File: src/rtl/ushift_pkg.sv
// ushift_pkg: shared definitions for the ushift_seq universal shift register.
//   - Mode encoding on the 2-bit mode input / datapath select.
//   - FSM state encoding for the command sequencer.
package ushift_pkg;

    localparam logic [1:0] MODE_HOLD = 2'b00;
    localparam logic [1:0] MODE_SHL  = 2'b01;  // toward MSB
    localparam logic [1:0] MODE_SHR  = 2'b10;  // toward LSB
    localparam logic [1:0] MODE_LOAD = 2'b11;

    typedef enum logic [1:0] {
        IDLE  = 2'b00,
        SHIFT = 2'b01,
        DONE  = 2'b10
    } state_t;

endpackage

File: src/rtl/ushift_datapath.sv
// ushift_datapath: WIDTH-bit register with a per-bit 4:1 next-value mux.
// Ports:
//   clk, rst     clock, synchronous active-high reset (clears register)
//   sel [1:0]    MODE_HOLD / MODE_SHL / MODE_SHR / MODE_LOAD
//   rot          1: fill bit is the bit shifted out (rotate)
//   ser_r        fill entering LSB on left shift
//   ser_l        fill entering MSB on right shift
//   din          parallel-load data
//   dout         register contents
module ushift_datapath
    import ushift_pkg::*;
#(
    parameter int WIDTH = 8
) (
    input  logic             clk,
    input  logic             rst,
    input  logic [1:0]       sel,
    input  logic             rot,
    input  logic             ser_r,
    input  logic             ser_l,
    input  logic [WIDTH-1:0] din,
    output logic [WIDTH-1:0] dout
);

    logic [WIDTH-1:0] dout_q;
    logic [WIDTH-1:0] dout_d;
    logic             fill_l;
    logic             fill_r;

    always_comb begin
        fill_l = rot ? dout_q[WIDTH-1] : ser_r;
        fill_r = rot ? dout_q[0]       : ser_l;
        dout_d = dout_q;
        case (sel)
            MODE_SHL:  dout_d = {dout_q[WIDTH-2:0], fill_l};
            MODE_SHR:  dout_d = {fill_r, dout_q[WIDTH-1:1]};
            MODE_LOAD: dout_d = din;
            default:   dout_d = dout_q;
        endcase
    end

    always_ff @(posedge clk) begin
        if (rst) dout_q <= '0;
        else     dout_q <= dout_d;
    end

    assign dout = dout_q;

endmodule

File: src/rtl/ushift_seq.sv
// ushift_seq: parametrised universal shift register with command handshake.
// A start in IDLE latches the command; multi-bit shifts run one bit per
// clock in SHIFT, then DONE pulses done for one cycle.
// Ports:
//   clk, rst          clock, synchronous active-high reset
//   start             command strobe (accepted only in IDLE)
//   mode [1:0]        00 hold, 01 shl, 10 shr, 11 load
//   amt [AMT_W-1:0]   shift count, clamped to WIDTH
//   rot               rotate request (only with USHIFT_ROTATE_EN)
//   din [WIDTH-1:0]   parallel-load data
//   ser_r, ser_l      serial fill bits, sampled live on every shift edge
//   dout              register contents
//   busy              FSM not IDLE (registered)
//   done              one-cycle completion pulse (registered)
// Build option: define USHIFT_ROTATE_EN to honour rot; otherwise rot is ignored.
module ushift_seq
    import ushift_pkg::*;
#(
    parameter int WIDTH = 8,
    parameter int AMT_W = $clog2(WIDTH + 1)
) (
    input  logic             clk,
    input  logic             rst,
    input  logic             start,
    input  logic [1:0]       mode,
    input  logic [AMT_W-1:0] amt,
    input  logic             rot,
    input  logic [WIDTH-1:0] din,
    input  logic             ser_r,
    input  logic             ser_l,
    output logic [WIDTH-1:0] dout,
    output logic             busy,
    output logic             done
);

    state_t           state_q, state_d;
    logic [AMT_W-1:0] cnt_q, cnt_d;
    logic [1:0]       mode_q, mode_d;
    logic             busy_q, busy_d;
    logic             done_q, done_d;
    logic [AMT_W-1:0] amt_eff;
    logic [1:0]       dp_sel;
    logic             rot_eff;

`ifdef USHIFT_ROTATE_EN
    logic rot_q, rot_d;
    assign rot_eff = rot_q;
`else
    logic unused_rot;
    assign unused_rot = rot;
    assign rot_eff    = 1'b0;
`endif

    assign amt_eff = (amt > AMT_W'(WIDTH)) ? AMT_W'(WIDTH) : amt;

    always_comb begin
        state_d = state_q;
        cnt_d   = cnt_q;
        mode_d  = mode_q;
        dp_sel  = MODE_HOLD;
`ifdef USHIFT_ROTATE_EN
        rot_d   = rot_q;
`endif
        case (state_q)
            IDLE: begin
                if (start) begin
                    mode_d = mode;
`ifdef USHIFT_ROTATE_EN
                    rot_d  = rot;
`endif
                    if (mode == MODE_LOAD) begin
                        // load lands on the accept edge itself
                        dp_sel  = MODE_LOAD;
                        state_d = DONE;
                    end else if (mode == MODE_HOLD || amt_eff == '0) begin
                        state_d = DONE;
                    end else begin
                        cnt_d   = amt_eff;
                        state_d = SHIFT;
                    end
                end
            end
            SHIFT: begin
                dp_sel = mode_q;
                cnt_d  = cnt_q - AMT_W'(1);
                if (cnt_q == AMT_W'(1)) state_d = DONE;
            end
            DONE:    state_d = IDLE;
            default: state_d = IDLE;
        endcase
        // status flops are loaded from next-state so they line up with state_q
        busy_d = (state_d != IDLE);
        done_d = (state_d == DONE);
    end

    always_ff @(posedge clk) begin
        if (rst) begin
            state_q <= IDLE;
            cnt_q   <= '0;
            mode_q  <= MODE_HOLD;
            busy_q  <= 1'b0;
            done_q  <= 1'b0;
`ifdef USHIFT_ROTATE_EN
            rot_q   <= 1'b0;
`endif
        end else begin
            state_q <= state_d;
            cnt_q   <= cnt_d;
            mode_q  <= mode_d;
            busy_q  <= busy_d;
            done_q  <= done_d;
`ifdef USHIFT_ROTATE_EN
            rot_q   <= rot_d;
`endif
        end
    end

    ushift_datapath #(.WIDTH(WIDTH)) u_dp (
        .clk   (clk),
        .rst   (rst),
        .sel   (dp_sel),
        .rot   (rot_eff),
        .ser_r (ser_r),
        .ser_l (ser_l),
        .din   (din),
        .dout  (dout)
    );

    assign busy = busy_q;
    assign done = done_q;

endmodule

File: config.mk
export PLATFORM = sky130hd
export DESIGN_NAME = ushift_seq
export DESIGN_NICKNAME = d
export VERILOG_FILES = /design/src/rtl/ushift_pkg.sv /design/src/rtl/ushift_datapath.sv /design/src/rtl/ushift_seq.sv
export SDC_FILE = /design/constraint.sdc
export NUM_CORES = 1
export LEC_CHECK = 0
export BUFFER_PORTS_ARGS = -buffer_cell sky130_fd_sc_hd__buf_4
export CAP_MARGIN = 20
export CORE_AREA = 3 3 54 56
export DETAILED_ROUTE_END_ITERATION = 8
export DIE_AREA = 0 0 57 59
export PLACE_DENSITY = 0.73
export SETUP_SLACK_MARGIN = 0.4
export SYNTH_ARGS = -nofsm -noshare
export SYNTH_HDL_FRONTEND = slang
export SYNTH_HIERARCHICAL = 1
export SYNTH_SLANG_ARGS = --single-unit
File: constraint.sdc
create_clock -name clk -period 1.8 [get_ports clk]
set_input_delay 0.36 -clock clk [delete_from_list [all_inputs] [get_ports clk]]
set_output_delay 0.36 -clock clk [all_outputs]
set_load 0.05 [all_outputs]
==> results.md <==
- Worst path buffer plus inverter count: 1
- Sequential cell area fraction in the yosys report: 0.368
- Hold WC Path Type: in2reg
- DIE AREA: 3360 um^2
- CP max stage delay: 480 ps
- H-tree levels: 1
- Metal3 WL: 75 um
- CTS Hold Bufs: 0
- Synthesized cell area: 978 um^2
- TritonCTS Buffers: 3
- Share of cells above drive strength 1: 0.482
- Hold_ws: 338 ps
- Final Hold Fails: 0
- Avg WL per Cell: 13.7 um
- Power density of the placed cells: 695 nW/um^2
- Total Routing Usage GR: 0.133
- Highest routing layer actually used: met4
- Max-cap viol count: 0
- Fin. max-slew vios: 0
- Area Growth Syn to Fin: 45.7%
- Final GP Congestion: 0.834
- Initial DRC Count: 24
- Drt total wl: 2.32 mm
- Maximum clock path buffer count: 2
- Crit. End Element: flip-flop
- Via count: 918
- Die width: 57 um
- Fin util: 0.575
- Pin count of the biggest net entering global routing: 21
- Post-Synthesis Cells: 96
- I/O Buffers: 28
- Via count of the first global-routing pass: 814
- Status: complete, no violations
- Min-delay src: din[0]
- Hold path cells: 3
- Worst-path maximum fanout: 8
- First-pass DRT Iterations: 4
- Die height: 59 um
- I/O Pins: 30
- CP Class: reg2reg
- Antenna cells: 0
- Initial Util: 0.395
- CTS tree: done
- Max Clk Rate: 0.610 GHz
- Multi-input logic area: 639 um^2
- WL met1: 987 um
- Fill cell count: 223
- Setup crit start kind: flip-flop
- Worst Path Arrival: 1830 ps
- Main synth FF type: dfxtp_1
- Core area: 2480 um^2
- Number of remaining DRC errors: 0
- Post-synth EDFFs: 0
- Worst path cell trace: nor2b_4 -> nand3_4 -> a21oi_4 -> buf_12 -> mux4_2 -> nor2b_1
- Leakage: 0.608 nW
- Final nets: 162
- Top delay family on crit path: multiplexers
- Reg area: 365 um^2
- Mean post-synth cell area: 10.2 um^2
- Synth warnings: 6
- Critical Path Stages: 6
- Asr flop ratio synth: 0
- Worst VDD drop: 0.000385 V
- Worst-Skew Late Latency: 290 ps
- Max stage delay cell, worst path: mux4_2
- # setup viols final: 0
- Initial antenna violation count: 0
- Final worst path period share: 0.911
- Hpwl dp: 1.68 mm
- Data required, critical path: 1990 ps
- RR Startpoint: state_q[0]
- Remaining global-route overflow: 0
- Clk slew on worst S/H paths: 100 ps
- First-pass GRT wire length: 3.58 mm
- Met2 wire len: 1.23 mm
- RSZ-0062 raised after global routing: yes
- R2R cell count: 6
- Post-detailed-route count of antenna-violating nets: 0
- Synth top area share: 0.368
- Crit. Startpoint: state_q[0]
- Vias per cell: 5.43
- #FFs+latches synth: 18
- Final worst path period need: 1640 ps
- Std-Cell Rows: 18
- Synth unique cells: 34
- Worst Skew: 0.366 ps
- Setup TNS Final: 0 ps
- Top cells by area, synth: dfxtp_1 (37%), mux4_2 (14%), nor2b_1 (5.1%)
- TritonCTS Sinks: 18
- Root Driver: clkbuf_4
- Cell accounting for the most synthesized area: dfxtp_1
[registers in the layout, summed over array words and instances (netlist names)]
signal	count
mode_q	2
done	1
state_q	2
cnt_q	4
u_dp/dout	8
busy	1
[path summary, 6_finish.rpt]
| check | to | slack (ps) |
|---|---|---|
| min reg2reg | cnt_q[1] | 500 |
| max reg2reg | u_dp/dout[6] | 160 |
| min | u_dp/dout[0] | 340 |
| max | u_dp/dout[6] | 160 |
[placed cells by master (no fill, tap or decap), drive strengths merged, types with 3 or more instances in the layout]
| cell type | n |
|---|---|
| a21oi | 6 |
| mux2i | 4 |
| nor2 | 3 |
| nor2b | 8 |
| nand3 | 3 |
| nand4b | 3 |
| buf | 43 |
| nand2 | 8 |
| nor3 | 5 |
| inv | 3 |
| mux4 | 6 |
| dfxtp | 18 |
| clkbuf | 4 |
[worst reg2reg max path, stage by stage, from the launching register on]
cell and delay [ps]:
dfxtp_4 380, nor2b_4 150, nand3_4 90, a21oi_4 150, buf_12 140, mux4_2 480
nor2b_1 140
[layout make-up]
| class | count | area share |
|---|---|---|
| Clock buffer | 4 | 0.0255 |
| Inverter | 3 | 0.00790 |
| Multi-Input combinational cell | 71 | 0.449 |
| Sequential cell | 18 | 0.256 |
| Tap cell | 30 | 0.0263 |
| Timing Repair Buffer | 43 | 0.235 |
[metrics by stage]
stage / power (mW) / cells / worst slack (ps) / area [um^2]
after global routing: 1.04 / 169 / 119 / 1430
after CTS: 0.973 / 165 / 152 / 1370
after global placement: 0.702 / 159 / -43.4 / 1300
after floorplan: 0.619 / 97 / 75.3 / 1020
final: 0.991 / 169 / 160 / 1430
after detailed placement: 0.712 / 159 / -70.6 / 1300
[power by group]
group          switching [mW]  internal, mW
Combinational           0.136         0.145
Sequential             0.0294         0.427
Clock                   0.130         0.123
[synthesized netlist by cell type, drive strengths merged, types with 2 or more instances]
cell and instances:
nand4b 3, nor3b 2, a31oi 2, nor2b 8
nor3 5, mux2 2, mux2i 4, mux4 6
a21oi 6, nand3 3, buf 2, nand2b 2
ha 2, inv 3, clkbuf 3, or4 2
nor2 3, dfxtp 18, nand2 8
[routing by layer]
metal,GRT usage,vias to the layer above
met5,0,-
met4,0.0596,0
met2,0.223,30
li1,-,438
met1,0.168,446
met3,0.0240,4
[kinds of logic after synthesis]
| logic type | synth area share |
|---|---|
| compound gates | 0.105 |
| xor+xnor | 0.0166 |
| fa+ha+maj | 0.0256 |
| buf+inv | 0.0396 |
| flops | 0.368 |
| mux | 0.202 |
| other cells | 0.00383 |
| simple gates | 0.239 |
[what timing repair did]
item	in CTS	in global routing
setup buffers	2	4
pin swaps	1	2
endpoints found under the setup margin	9	10
resized for setup	4	4
Power figures use the tool's default switching activity.
